$ cat src/rtl/gmii_tx_framer.sv
`default_nettype none
// +----------------------------------------------------------------------------+
// | Module : gmii_tx_framer                                                    |
// | Brief  : GMII transmit framer: preamble/SFD insertion, payload forwarding, |
// |          underrun/abort error signalling and inter-packet gap.             |
// | Rev    : 1.0  initial release                                              |
// +----------------------------------------------------------------------------+
module gmii_tx_framer #(
  parameter int PRE_LEN = 7,
  parameter int IPG_LEN = 12
) (
  input  logic       clk,
  input  logic       reset,
  input  logic       c_srdy,
  output logic       c_drdy,
  input  logic [7:0] c_data,
  input  logic [1:0] c_code,
  output logic       gmii_tx_en,
  output logic       gmii_tx_er,
  output logic [7:0] gmii_txd,
  output logic       stat_pkt,
  output logic       stat_err
);

  localparam logic [1:0] CODE_SOP = 2'd0;
  localparam logic [1:0] CODE_EOP = 2'd2;
  localparam logic [1:0] CODE_BAD = 2'd3;
  localparam logic [7:0] BYTE_PRE = 8'h55;
  localparam logic [7:0] BYTE_SFD = 8'hD5;
  localparam logic [7:0] PRE_LAST = 8'(PRE_LEN - 1);
  localparam logic [7:0] IPG_LAST = 8'(IPG_LEN - 1);

  typedef enum logic [2:0] {
    S_IDLE = 3'd0,
    S_PRE  = 3'd1,
    S_SFD  = 3'd2,
    S_DATA = 3'd3,
    S_IPG  = 3'd4
  } state_t;

  state_t     state_q, state_d;
  logic [7:0] cnt_q, cnt_d;
  logic       first_q, first_d;
  logic [7:0] txd_q, txd_d;
  logic       tx_en_q, tx_en_d;
  logic       tx_er_q, tx_er_d;
  logic       pkt_q, pkt_d;
  logic       err_q, err_d;
  logic       drdy;

  always_ff @(posedge clk or posedge reset) begin
    if (reset) begin
      state_q <= S_IDLE;
      cnt_q   <= 8'd0;
      first_q <= 1'b0;
      txd_q   <= 8'd0;
      tx_en_q <= 1'b0;
      tx_er_q <= 1'b0;
      pkt_q   <= 1'b0;
      err_q   <= 1'b0;
    end else begin
      state_q <= state_d;
      cnt_q   <= cnt_d;
      first_q <= first_d;
      txd_q   <= txd_d;
      tx_en_q <= tx_en_d;
      tx_er_q <= tx_er_d;
      pkt_q   <= pkt_d;
      err_q   <= err_d;
    end
  end

  always_comb begin
    state_d = state_q;
    cnt_d   = cnt_q;
    first_d = first_q;
    txd_d   = 8'd0;
    tx_en_d = 1'b0;
    tx_er_d = 1'b0;
    pkt_d   = 1'b0;
    err_d   = 1'b0;
    drdy    = 1'b0;
    case (state_q)
      S_IDLE: begin
        if (c_srdy) begin
          if (c_code == CODE_SOP) begin
            txd_d   = BYTE_PRE;
            tx_en_d = 1'b1;
            cnt_d   = 8'd1;
            state_d = (PRE_LEN == 1) ? S_SFD : S_PRE;
          end else begin
            drdy  = 1'b1;
            err_d = 1'b1;
          end
        end
      end
      S_PRE: begin
        txd_d   = BYTE_PRE;
        tx_en_d = 1'b1;
        cnt_d   = cnt_q + 8'd1;
        if (cnt_q == PRE_LAST) state_d = S_SFD;
      end
      S_SFD: begin
        txd_d   = BYTE_SFD;
        tx_en_d = 1'b1;
        first_d = 1'b1;
        state_d = S_DATA;
      end
      S_DATA: begin
        tx_en_d = 1'b1;
        // The frame's own SOP byte is taken on the first beat; a later SOP aborts.
        if (!c_srdy) begin
          tx_er_d = 1'b1;
          err_d   = 1'b1;
        end else if ((c_code == CODE_SOP) && !first_q) begin
          tx_er_d = 1'b1;
          err_d   = 1'b1;
          cnt_d   = 8'd0;
          state_d = S_IPG;
        end else begin
          drdy    = 1'b1;
          first_d = 1'b0;
          txd_d   = c_data;
          if (c_code == CODE_EOP) begin
            pkt_d   = 1'b1;
            cnt_d   = 8'd0;
            state_d = S_IPG;
          end else if (c_code == CODE_BAD) begin
            tx_er_d = 1'b1;
            err_d   = 1'b1;
            cnt_d   = 8'd0;
            state_d = S_IPG;
          end
        end
      end
      S_IPG: begin
        cnt_d = cnt_q + 8'd1;
        if (cnt_q == IPG_LAST) begin
          cnt_d   = 8'd0;
          state_d = S_IDLE;
        end
      end
      default: state_d = S_IDLE;
    endcase
  end

  assign c_drdy     = drdy & ~reset;
  assign gmii_txd   = txd_q;
  assign gmii_tx_en = tx_en_q;
  assign gmii_tx_er = tx_er_q;
  assign stat_pkt   = pkt_q;
  assign stat_err   = err_q;

endmodule
`default_nettype wire
$ cat config.mk
export PLATFORM = sky130hd
export DESIGN_NAME = gmii_tx_framer
export DESIGN_NICKNAME = d
export VERILOG_FILES = /design/src/rtl/gmii_tx_framer.sv
export SDC_FILE = /design/constraint.sdc
export NUM_CORES = 1
export LEC_CHECK = 0
export CAP_MARGIN = 30
export CORE_MARGIN = 3
export CORE_UTILIZATION = 35
export CTS_CLUSTER_SIZE = 20
export DETAILED_ROUTE_END_ITERATION = 8
export PLACE_DENSITY = 0.65
export SETUP_SLACK_MARGIN = 0.2
export SYNTH_ARGS = -nofsm -noshare
export SYNTH_HDL_FRONTEND = slang
export SYNTH_SLANG_ARGS = --single-unit
export TNS_END_PERCENT = 10
$ cat constraint.sdc
create_clock -name clk -period 2.2 [get_ports clk]
set_clock_uncertainty 0.05 [all_clocks]
set_input_delay 0.33 -clock clk [delete_from_list [all_inputs] [get_ports clk]]
set_output_delay 0.33 -clock clk [all_outputs]
set_load 0.01 [all_outputs]
-- Word-level counts from Yosys, hierarchy flattened
Cells that the tools add are included.
- bits in read-only memories: 0
- memories kept: 0
- word-level logic and storage cells: 79
- latch bits: 0
- input port bits: 13
- register bits: 24
- output and inout bits: 13
- RAM bits: 0
- equal/unequal tests: 15
- order comparisons: 0
- shifts and indexed selects: 0
- $add $sub $neg: 1
- bitwise operators: 2
- reduce and logical (&&, ||, !) cells: 10
- div/mod/pow operators: 0
- multiply operators: 0
- multiplexer cells: 43
- operator list (cell ; count):
    8-bit 2-to-1 mux ; 9
    8-bit case mux with 4 select lines ; 2
    3-bit 2-to-1 mux ; 8
    1-bit 2-to-1 mux ; 17
    3-bit case mux with 5 select lines ; 1
    7-bit 2-to-1 mux ; 2
    2-bit != test, second input constant ; 6
    8-bit by 1-bit adder with 8-bit output, second input constant ; 1
    8-bit by 3-bit == test with 1-bit output, second input constant ; 1
    8-bit by 4-bit == test with 1-bit output, second input constant ; 1
    1-bit case mux with 2 select lines ; 4
    3-bit by 2-bit == test with 1-bit output, second input constant ; 2
    6-bit AND reduction ; 1
    5-bit AND reduction ; 1
    2-bit == test, second input constant ; 2
    4-bit != test, second input constant ; 1
    4-bit nonzero test ; 1
    3-bit by 1-bit == test with 1-bit output, second input constant ; 1
    3-bit == test, second input constant ; 1
    3-bit zero test ; 1
    3-bit AND reduction ; 1
    3-bit OR reduction ; 1
    2-bit zero test ; 1
    2-bit nonzero test ; 1
    4 further kinds ; 4

-- Logic depth before layout (Yosys ltp)
Gate-level depths: netlist of the first run.
- depth after elaboration: 6
- depth in mapped cells: 6
- gate-level depth less buffers: 5

-- Worst setup path before layout of the first run
Ideal clock, no wire load.
- path type: reg2reg
- from: register cnt_q[0]
- to: register cnt_q[4]
- buffers on the path: 1
- data arrival time: 1568 ps
- required time: 2085 ps
- period minus slack after synthesis: 1683 ps
- cell stages (with the launch flop): 7
- library setup time: 65 ps
- setup slack: 517 ps
- cells stage by stage: dfrtp_1 -> ha_1 -> and2_1 -> a311oi_1 -> buf_2 -> nor3b_1 -> a211o_1
- word-level cells in the longest chain between the ends: 3
- elaborated cells between the ends (all ways): 4
- those cells by class: add/sub: 1; eq/ne: 1; mux: 2
- RTL lines (element ; line ; RTL):
    from (decl) ; 42 ; logic [7:0] cnt_q, cnt_d;
    from (signal assigned) ; 63 ; cnt_q <= cnt_d;
    8-bit by 1-bit adder with 8-bit output / 8-bit by 4-bit == test with 1-bit output (equally long branches) ; 100, 137, 138 ;
    8-bit 2-to-1 mux ; 138 ; if (cnt_q == IPG_LAST) begin
    8-bit case mux with 4 select lines * ; 83 ; case (state_q)
Every way passes the cells marked *; elsewhere a longest branch is shown, timed or not.
A chain may end at the register's enable or synchronous reset.

-- Worst setup path after layout of the first run
- from: input c_code[0]
- to: output c_drdy
- word-level cells in the longest chain between the ends: 6
- elaborated cells between the ends (all ways): 8
- those cells by class: mux: 5; bitwise: 1; reduce/logical: 2
- RTL lines (element ; line ; RTL):
    from (decl) ; 17 ; input logic [1:0] c_code,
    2-bit zero test * ; 86, 115 ;
    1-bit logical AND ; 115 ; end else if ((c_code == CODE_SOP) && !first_q) begin
    1-bit 2-to-1 mux ; 115 ;
    1-bit 2-to-1 mux ; 112 ; if (!c_srdy) begin
    1-bit case mux with 2 select lines * ; 83 ;
    1-bit bitwise AND * ; 147 ; assign c_drdy = drdy & ~reset;
    to (decl) ; 15 ; output logic c_drdy,
Marked as above.

==> results of run 1 <==
state kept, by name (all words and copies together) (netlist names):
register    cells
stat_err        1
gmii_txd        8
cnt_q           8
state_q         3
gmii_tx_en      1
gmii_tx_er      1
first_q         1
stat_pkt        1
placed cells by master, fill, tap and decap left out, drive strengths merged, types with 3 or more instances in the layout:
| master | n |
|---|---|
| dfrtp | 24 |
| clkdlybuf4s50 | 23 |
| buf | 14 |
| nand2 | 11 |
| inv | 9 |
| nor2 | 7 |
| a21oi | 5 |
| nand3 | 5 |
| o21ai | 5 |
| and2 | 4 |
| a21o | 4 |
| and3 | 4 |
| nor2b | 3 |
| nor3b | 3 |
| a31oi | 3 |
| nand4 | 3 |
| clkbuf | 3 |
| nor4 | 3 |
power by group through the flow:
stage / Combinational [mW] / Sequential [mW] / Clock (mW)
2_1_floorplan: 0.602 / 0.724 / 0
3_3_place_gp: 0.940 / 0.719 / 0
3_5_place_dp: 0.969 / 0.727 / 0
4_1_cts: 0.992 / 0.716 / 0.329
5_1_grt: 1.09 / 0.737 / 0.348
6_report: 0.991 / 0.716 / 0.323
layout make-up:
class	instances	area, µm²	area share
flip-flops and latches	24	601	0.364
clock buffers	3	22.5	0.0136
repair buffers	38	342	0.207
well taps	44	55.1	0.0333
inverters	9	33.8	0.0205
clock inverters	1	30.0	0.0182
multi-input cells	86	568	0.344
logic make-up after synthesis:
logic type | synth area share
AND/OR/NAND/NOR | 0.237
AO/OA/AOI/OAI | 0.185
flip-flops | 0.493
buffers and inverters | 0.0503
XOR/XNOR | 0.0144
adder cells (fa/ha/maj) | 0.0205
metal layers:
| metal | share of wire | track usage |
|---|---|---|
| met3 | 0.056 | 0.0381 |
| met2 | 0.49 | 0.257 |
| met4 | 0.018 | 0.0422 |
| met5 | 0 | 0 |
| met1 | 0.43 | 0.170 |
worst max path at each step:
stage,startpoint,end,depth (start not counted)
after floorplan,cnt_q[0],cnt_q[4],6
after global placement,c_code[1],c_drdy,5
after detailed placement,c_code[1],c_drdy,6
after CTS,c_code[0],c_drdy,6
after global routing,c_code[0],c_drdy,6
final,c_code[0],c_drdy,6
timing repair:
| action | 4_1_cts | 5_1_grt |
|---|---|---|
| hold buffers | 0 | 0 |
| setup endpoints to repair | 1 | 1 |
| resized for setup | 7 | 1 |
| cloned | 0 | 0 |
| setup buffers | 1 | 0 |
| pin swaps | 2 | 0 |
metrics by stage:
step                instance area [µm²]  setup TNS [ns]  utilization
global placement                   1590         -0.0558        0.499
floorplan                          1220               0            -
finish                             1650               0        0.520
detailed placement                 1590          -0.176        0.499
CTS                                1650               0        0.518
global route                       1650               0        0.520
worst max-delay path, stage by stage:
cell	delay, ns
clkdlybuf4s50_1	0.52
nor2_1	0.07
nor3_1	0.14
a31oi_1	0.08
nor4_2	0.25
buf_2	0.18
==> flow_metrics.py, run 1 <==
metrics = {
    "worst_setup_path": {
        "end_kind": "output pin",
        "cp_data_arrival_time_ns": 1.57,
        "criticalPathCategory": "in2out",
        "critical_path_peak_fanout": 3,
        "ff2ff_setup_slack_ns": 0.37,
        "r2r-end": "cnt_q[7]",
        "worstReg2RegStart": "cnt_q[0]",
        "critical_path_required_ns": 1.82,
        "rr_worst_depth": 6,
        "critPathLaunchType": "primary input",
    },
    "timing": {
        "slew_violations": 0,
        "max_freq_mhz": 513,
        "fin_ws_ns": 0.251,
        "min_period_ns": 1.95,
        "timing_hold_violations_final": 0,
        "worst_pin_slew_ns": 0.382,
        "worst_hold_slack_ns": 0.351,
        "post-route-period-util": 0.886,
        "rsz0062_at_grt": "no",
        "setup_viol": 0,
        "max-slew-margin-rel": 0.744,
    },
    "pwr": {
        "design_power_total_mw": 2.03,
        "power_density_nw_per_um2": 1230,
        "power.leakage_nw": 0.775,
        "pwr-share-comb": 0.488,
        "clockPowerShare": 0.159,
        "sequentialPowerShare": 0.352,
        "p_int_mw": 1.27,
        "switching_power_uw": 757,
        "ir_worst_vdd_mv": 0.656,
        "switching_share": 0.373,
    },
    "detailed_routing": {
        "drtAntennaViolNets": 0,
        "routed_via_density": 5.20,
        "vias": 1065,
        "first_pass_iters": 5,
        "wl_per_cell_um": 14.2,
        "drt-total-wl_um": 2910,
        "drt_iter0_drc": 46,
        "drcViolationCount": 0,
    },
    "floorplanning": {
        "io_pins": 26,
        "coreArea_um2": 3180,
        "die_x_um": 65.0,
        "die_h_um": 65.0,
        "dieArea_um2": 4230,
        "start_util": 0.383,
        "rows": 20,
    },
    "clock_network": {
        "root_buffer": "clkbuf_4",
        "clock-sinks": 24,
        "cts_tree": "built",
        "cts_buffers": 3,
        "clk_pin_slew_worst_paths_ns": 0.14,
        "h-tree-depth": 1,
        "clockBufferDepth": 2,
        "insertion_delay_ns": 0.32,
    },
    "synthesis": {
        "synth_fp_nets": 140,
        "synth_cells": 125,
        "synth_common_cells": "dfrtp_1 (24), nand2_1 (11), inv_1 (9), nor2_1 (7)",
        "seq_area_frac_synth": 0.493,
        "synthArstFlopShare": 1.00,
        "synth_edf_count": 0,
        "ys_types": 37,
        "synth_area_um2": 1220,
        "yosysTopAreaCell": "dfrtp_1",
        "ys_ff_latch": 24,
        "syn_area_per_cell_um2": 9.75,
        "ys_warn_count": 0,
        "synthTopCellsByArea": "dfrtp_1 (49%), nand2_1 (3.4%), inv_1 (2.8%)",
        "synth-main-ff-cell": "dfrtp_1",
        "yosysMostFrequentCell": "dfrtp_1",
        "synth_top_area_frac": 0.493,
    },
    "cells_and_area": {
        "n_fill_cell": 296,
        "syn_to_final_growth_pct": 35.5,
        "diodes": 0,
        "drive_gt1_frac": 0.137,
        "final_nets": 177,
        "fin_cells": 205,
    },
    "global_routing": {
        "antenna_found_initial": 0,
        "track_usage": 0.145,
        "overflow": 0,
        "grt_pass1_vias": 1071,
        "grt_max_degree": 25,
        "grt_pass1_wl_um": 4750,
    },
    "place": {
        "placed_cells": 200,
        "place_ws_ns": -0.176,
        "io_buffers": 25,
        "hpwl_um": 2100,
        "routabilityCongestion": 0.834,
    },
    "worst_hold_path": {
        "worst_hold_path_type": "in2async",
    },
    "job": {
        "drv_cap": 0,
    },
    "status": {
        "status": "finished, final reports clean",
    },
}
No activity file was read; power rests on OpenSTA's default activity.
==> run 2, diff against run 1 <==
--- a/config.mk
+++ b/config.mk
@@ -6,11 +6,13 @@
 export NUM_CORES = 1
 export LEC_CHECK = 0
 export CAP_MARGIN = 30
+export CELL_PAD_IN_SITES_DETAIL_PLACEMENT = 0
+export CELL_PAD_IN_SITES_GLOBAL_PLACEMENT = 1
 export CORE_MARGIN = 3
 export CORE_UTILIZATION = 35
 export CTS_CLUSTER_SIZE = 20
 export DETAILED_ROUTE_END_ITERATION = 8
-export PLACE_DENSITY = 0.65
+export PLACE_DENSITY = 0.79
 export SETUP_SLACK_MARGIN = 0.2
 export SYNTH_ARGS = -nofsm -noshare
 export SYNTH_HDL_FRONTEND = slang
==> run 2 against run 1 <==
  * First-iteration DRC count decreased by 37%
  * Global-route usage increased by 0.20 points
  * Sequential share of layout area decreased by 0.60 points
  * Combinational power about the same
  * Worst hold slack got worse by 0.028 ns
  * Largest power group unchanged
  * Sequential power about the same
  * Via count decreased by 1.2%
  * Maximum frequency increased by 3.2%
==> flow_metrics.py, run 2 (synthesis results as in run 1) <==
metrics = {
    "detailed_routing": {
        "drt-total-wl_um": 2810,
        "wl_per_cell_um": 13.6,
        "routed_via_density": 5.08,
        "vias": 1052,
        "drcViolationCount": 0,
        "drt_iter0_drc": 29,
        "first_pass_iters": 4,
        "drtAntennaViolNets": 0,
    },
    "floorplanning": {
        "coreArea_um2": 3180,
        "start_util": 0.383,
        "die_h_um": 65.0,
        "die_x_um": 65.0,
        "dieArea_um2": 4230,
        "io_pins": 26,
        "rows": 20,
    },
    "worst_setup_path": {
        "end_kind": "output pin",
        "critical_path_peak_fanout": 2,
        "cp_data_arrival_time_ns": 1.51,
        "criticalPathCategory": "reg2out",
        "ff2ff_setup_slack_ns": 0.41,
        "critical_path_required_ns": 1.82,
        "critPathLaunchType": "register",
    },
    "global_routing": {
        "grt_pass1_vias": 1048,
        "overflow": 0,
        "antenna_found_initial": 0,
        "track_usage": 0.147,
        "grt_max_degree": 25,
        "grt_pass1_wl_um": 4890,
    },
    "cells_and_area": {
        "syn_to_final_growth_pct": 37.8,
        "layout_commonest_cell": "dfrtp_1",
        "layout_common_cells": "dfrtp_1 (24), clkdlybuf4s50_1 (22), buf_4 (15)",
        "final_nets": 179,
        "final_util": 0.528,
        "fin_cells": 207,
        "design_area_um2": 1680,
        "diodes": 0,
        "drive_gt1_frac": 0.153,
    },
    "clock_network": {
        "h-tree-depth": 1,
        "cts_tree": "built",
        "root_buffer": "clkbuf_4",
        "insertion_delay_ns": 0.32,
        "clockBufferDepth": 2,
        "clock-sinks": 24,
        "clk_pin_slew_worst_paths_ns": 0.14,
        "cts_buffers": 3,
    },
    "place": {
        "io_buffers": 25,
        "dpl_cell_area_um2": 1600,
        "placed_cells": 202,
        "hpwl_um": 2010,
        "routabilityCongestion": 0.824,
    },
    "pwr": {
        "power_density_nw_per_um2": 1220,
        "ir_worst_vdd_mv": 0.542,
        "power.leakage_nw": 0.789,
    },
    "timing": {
        "min_period_ns": 1.89,
        "slew_violations": 0,
        "tns_ns": 0,
        "max-slew-margin-rel": 0.756,
        "setup_viol": 0,
        "worst_hold_slack_ns": 0.323,
        "rsz0062_at_grt": "no",
        "post-route-period-util": 0.859,
        "worst_pin_slew_ns": 0.367,
        "max_freq_mhz": 529,
        "timing_hold_violations_final": 0,
    },
    "job": {
        "drv_cap": 0,
    },
    "status": {
        "status": "finished, final reports clean",
    },
    "worst_hold_path": {
        "worst_hold_path_type": "in2async",
    },
}
## run 2: worst paths after layout
check	from	to	depth (start not counted)
setup / recovery	first_q	c_drdy	4
hold / removal	reset	cnt_q[4]	3
setup reg to reg	cnt_q[0]	cnt_q[4]	6
hold reg to reg	cnt_q[1]	cnt_q[1]	1
max in group asynchronous	reset	state_q[1]	3
min in group clk	c_code[0]	stat_pkt	3
## run 2: stage by stage
stage | power (mW) | setup WS, ns
floorplan | 1.33 | 0.517
global placement | 1.68 | -0.0562
detailed placement | 1.70 | -0.101
CTS | 2.07 | 0.210
global route | 2.22 | 0.233
finish | 2.05 | 0.311
## run 2: final cells by class
type | instances | area, µm²
tap | 44 | 55.1
clock inverter | 1 | 30.0
timing repair buffer | 40 | 355
inverter | 9 | 33.8
fill | 288 | 1500
clock buffer | 3 | 22.5
sequential | 24 | 601
multi-input combinational | 86 | 582
## run 2: report_power, final
group / switching [mW] / total (mW) / leakage (nW) / internal (mW)
clock: 0.135 / 0.319 / 0.0279 / 0.184
sequential: 0.134 / 0.719 / 0.303 / 0.584
combinational: 0.489 / 1.02 / 0.457 / 0.526
## run 2: routing by layer
metal  GRT usage  vias to the layer above  wire length, µm
met3      0.0260                        4              102
li1            -                      525                -
met4      0.0475                        0               30
met1       0.186                      503             1330
met5           0                        -                0
met2       0.252                       20             1340
## run 2: critical path, stage by stage, from the launching register on
cell,delay (ns)
dfrtp_1,0.41
or3_4,0.42
a31oi_4,0.18
nor4_1,0.06
clkbuf_2,0.14
## run 2: what timing repair did
action                                 CTS  global route
endpoints found under the hold margin    0             0
pin swaps                                1             0
hold buffers                             0             0
setup endpoints to repair                1             1
gates resized for setup                  7             2
buffers inserted                         1             0
==> run 3, diff against run 2 <==
--- a/config.mk
+++ b/config.mk
@@ -12,7 +12,8 @@
 export CORE_UTILIZATION = 35
 export CTS_CLUSTER_SIZE = 20
 export DETAILED_ROUTE_END_ITERATION = 8
-export PLACE_DENSITY = 0.79
+export DONT_BUFFER_PORTS = 1
+export PLACE_DENSITY = 0.67
 export SETUP_SLACK_MARGIN = 0.2
 export SYNTH_ARGS = -nofsm -noshare
 export SYNTH_HDL_FRONTEND = slang
==> run 3 against run 2 <==
  * Utilization shrank 9.8 points
  * Register-to-register slack lost 0.03 ns
  * Cell area decreased by 19%
  * Critical path type unchanged
  * First-iteration DRC count is 83% higher
  * Via count is 11% lower
  * Combinational power down 29%
  * Global-route usage down 0.97 points
==> flow_metrics.py, run 3 (synthesis results as in run 1) <==
metrics = {
    "status": {
        "status": "finished, final reports clean",
    },
    "cells_and_area": {
        "diodes": 0,
        "syn_to_final_growth_pct": 12.1,
        "multiInputGateArea_um2": 568,
        "layout_commonest_cell": "dfrtp_1",
        "seqCellArea_um2": 603,
        "n_fill_cell": 341,
        "final_nets": 145,
        "layout_common_cells": "dfrtp_1 (22), nand2_1 (11), inv_1 (9)",
        "final_util": 0.430,
        "fin_cells": 173,
        "drive_gt1_frac": 0.109,
    },
    "clock_network": {
        "root_buffer": "clkbuf_4",
        "insertion_delay_ns": 0.32,
        "clk_pin_slew_worst_paths_ns": 0.14,
        "cts_buffers": 3,
        "clock-sinks": 24,
        "cts_tree": "built",
        "clockBufferDepth": 2,
        "h-tree-depth": 1,
    },
    "timing": {
        "max-slew-margin-rel": 0.715,
        "slew_violations": 0,
        "tns_ns": 0,
        "fin_ws_ns": 0.296,
        "min_period_ns": 1.90,
        "max_freq_mhz": 525,
        "rsz0062_at_grt": "no",
        "post-route-period-util": 0.866,
        "setup_viol": 0,
        "worst_pin_slew_ns": 0.426,
        "timing_hold_violations_final": 0,
    },
    "pwr": {
        "p_int_mw": 1.13,
        "sequentialPowerShare": 0.433,
        "pwr-share-comb": 0.390,
        "switching_share": 0.389,
        "power.leakage_nw": 0.640,
        "power_density_nw_per_um2": 1350,
        "ir_worst_vdd_mv": 0.393,
        "clockPowerShare": 0.177,
        "switching_power_uw": 717,
    },
    "detailed_routing": {
        "wl_per_cell_um": 14.4,
        "drcViolationCount": 0,
        "drt_iter0_drc": 53,
        "first_pass_iters": 4,
        "drt-total-wl_um": 2500,
        "vias": 941,
        "drtAntennaViolNets": 0,
        "routed_via_density": 5.44,
    },
    "worst_setup_path": {
        "r2r-end": "cnt_q[5]",
        "slowest_stage": "dfrtp_2",
        "critical_path_peak_fanout": 9,
        "critPathCapture": "c_drdy",
        "crit_family": "simple AND/OR/NAND/NOR gates",
        "critical_path_required_ns": 1.82,
        "ff2ff_setup_slack_ns": 0.38,
        "path_cells": "buf_6 -> nor3_2 -> a31oi_1 -> nor4_2",
        "end_kind": "output pin",
        "critPathLaunchType": "register",
        "criticalPathCategory": "reg2out",
        "worstReg2RegStart": "cnt_q[4]",
        "max_stage_delay_ns": 0.48,
        "cp_data_arrival_time_ns": 1.52,
        "crit_buf_inv": 1,
        "worst-path-stages": 4,
        "startpoint": "state_q[0]",
        "rr_worst_depth": 5,
    },
    "floorplanning": {
        "die_x_um": 65.0,
        "io_pins": 26,
        "start_util": 0.383,
        "die_h_um": 65.0,
        "rows": 20,
        "dieArea_um2": 4230,
        "coreArea_um2": 3180,
    },
    "global_routing": {
        "antenna_found_initial": 0,
        "grt_max_degree": 25,
        "grt_pass1_wl_um": 4560,
        "overflow": 0,
        "track_usage": 0.137,
        "grt_pass1_vias": 951,
    },
    "place": {
        "hpwl_um": 1770,
        "place_ws_ns": 0.415,
        "routabilityCongestion": 0.893,
        "placed_cells": 166,
        "io_buffers": 0,
    },
    "job": {
        "drv_cap": 0,
    },
    "worst_hold_path": {
        "holdCritStartpoint": "c_srdy",
        "worst_hold_path_type": "in2reg",
    },
}
run 3: how the worst min path moves through the flow:
stage | cells past startpoint | to | slack (ns)
floorplan | 1 | cnt_q[0] | 0.29
global placement | 2 | state_q[2] | 0.23
detailed placement | 2 | first_q | 0.24
CTS | 2 | stat_pkt | 0.03
global route | 2 | stat_pkt | 0.03
finish | 2 | stat_pkt | 0.05
run 3: layer usage:
layer  up-vias  track usage  share of wire
li1        453            -              -
met5         -            0              0
met1       466        0.188           0.49
met3         2       0.0329          0.044
met4         0       0.0369         0.0056
met2        20        0.215           0.46
run 3: cell type report:
class,instances,area share
Sequential cell,24,0.441
Multi-Input combinational cell,86,0.416
Tap cell,44,0.0403
Timing Repair Buffer,6,0.0394
Inverter,9,0.0247
Clock inverter,1,0.0220
Clock buffer,3,0.0165
run 3: repair_timing:
item / CTS / global route
pin swaps: 0 / 1
endpoints found under the hold margin: 25 / 0
resized for setup: 1 / 4
endpoints found under the setup margin: 1 / 1
setup buffers: 0 / 1
hold buffers: 2 / 0
run 3: worst register-to-register path, delay by kind of cell, from the launching register on:
| kind | cells | cell delay, ns |
|---|---|---|
| flip-flops | 1 | 0.50 |
| AO/OA/AOI/OAI | 2 | 0.40 |
| buffers and inverters | 1 | 0.19 |
| AND/OR/NAND/NOR | 2 | 0.59 |
run 3: power by group through the flow:
stage | Sequential, mW | Clock (mW) | Combinational [mW]
final | 0.798 | 0.326 | 0.720
after global routing | 0.833 | 0.356 | 0.820
after CTS | 0.801 | 0.340 | 0.693
after detailed placement | 0.808 | 0 | 0.684
after global placement | 0.803 | 0 | 0.679
after floorplan | 0.724 | 0 | 0.602
run 3: per-stage QoR:
stage          hold WS (ns)  cell area [µm²]  power (mW)
2_1_floorplan         0.295             1220        1.33
3_3_place_gp          0.235             1270        1.48
3_5_place_dp          0.239             1270        1.49
4_1_cts              0.0320             1350        1.83
5_1_grt              0.0278             1370        2.01
6_report             0.0497             1370        1.84
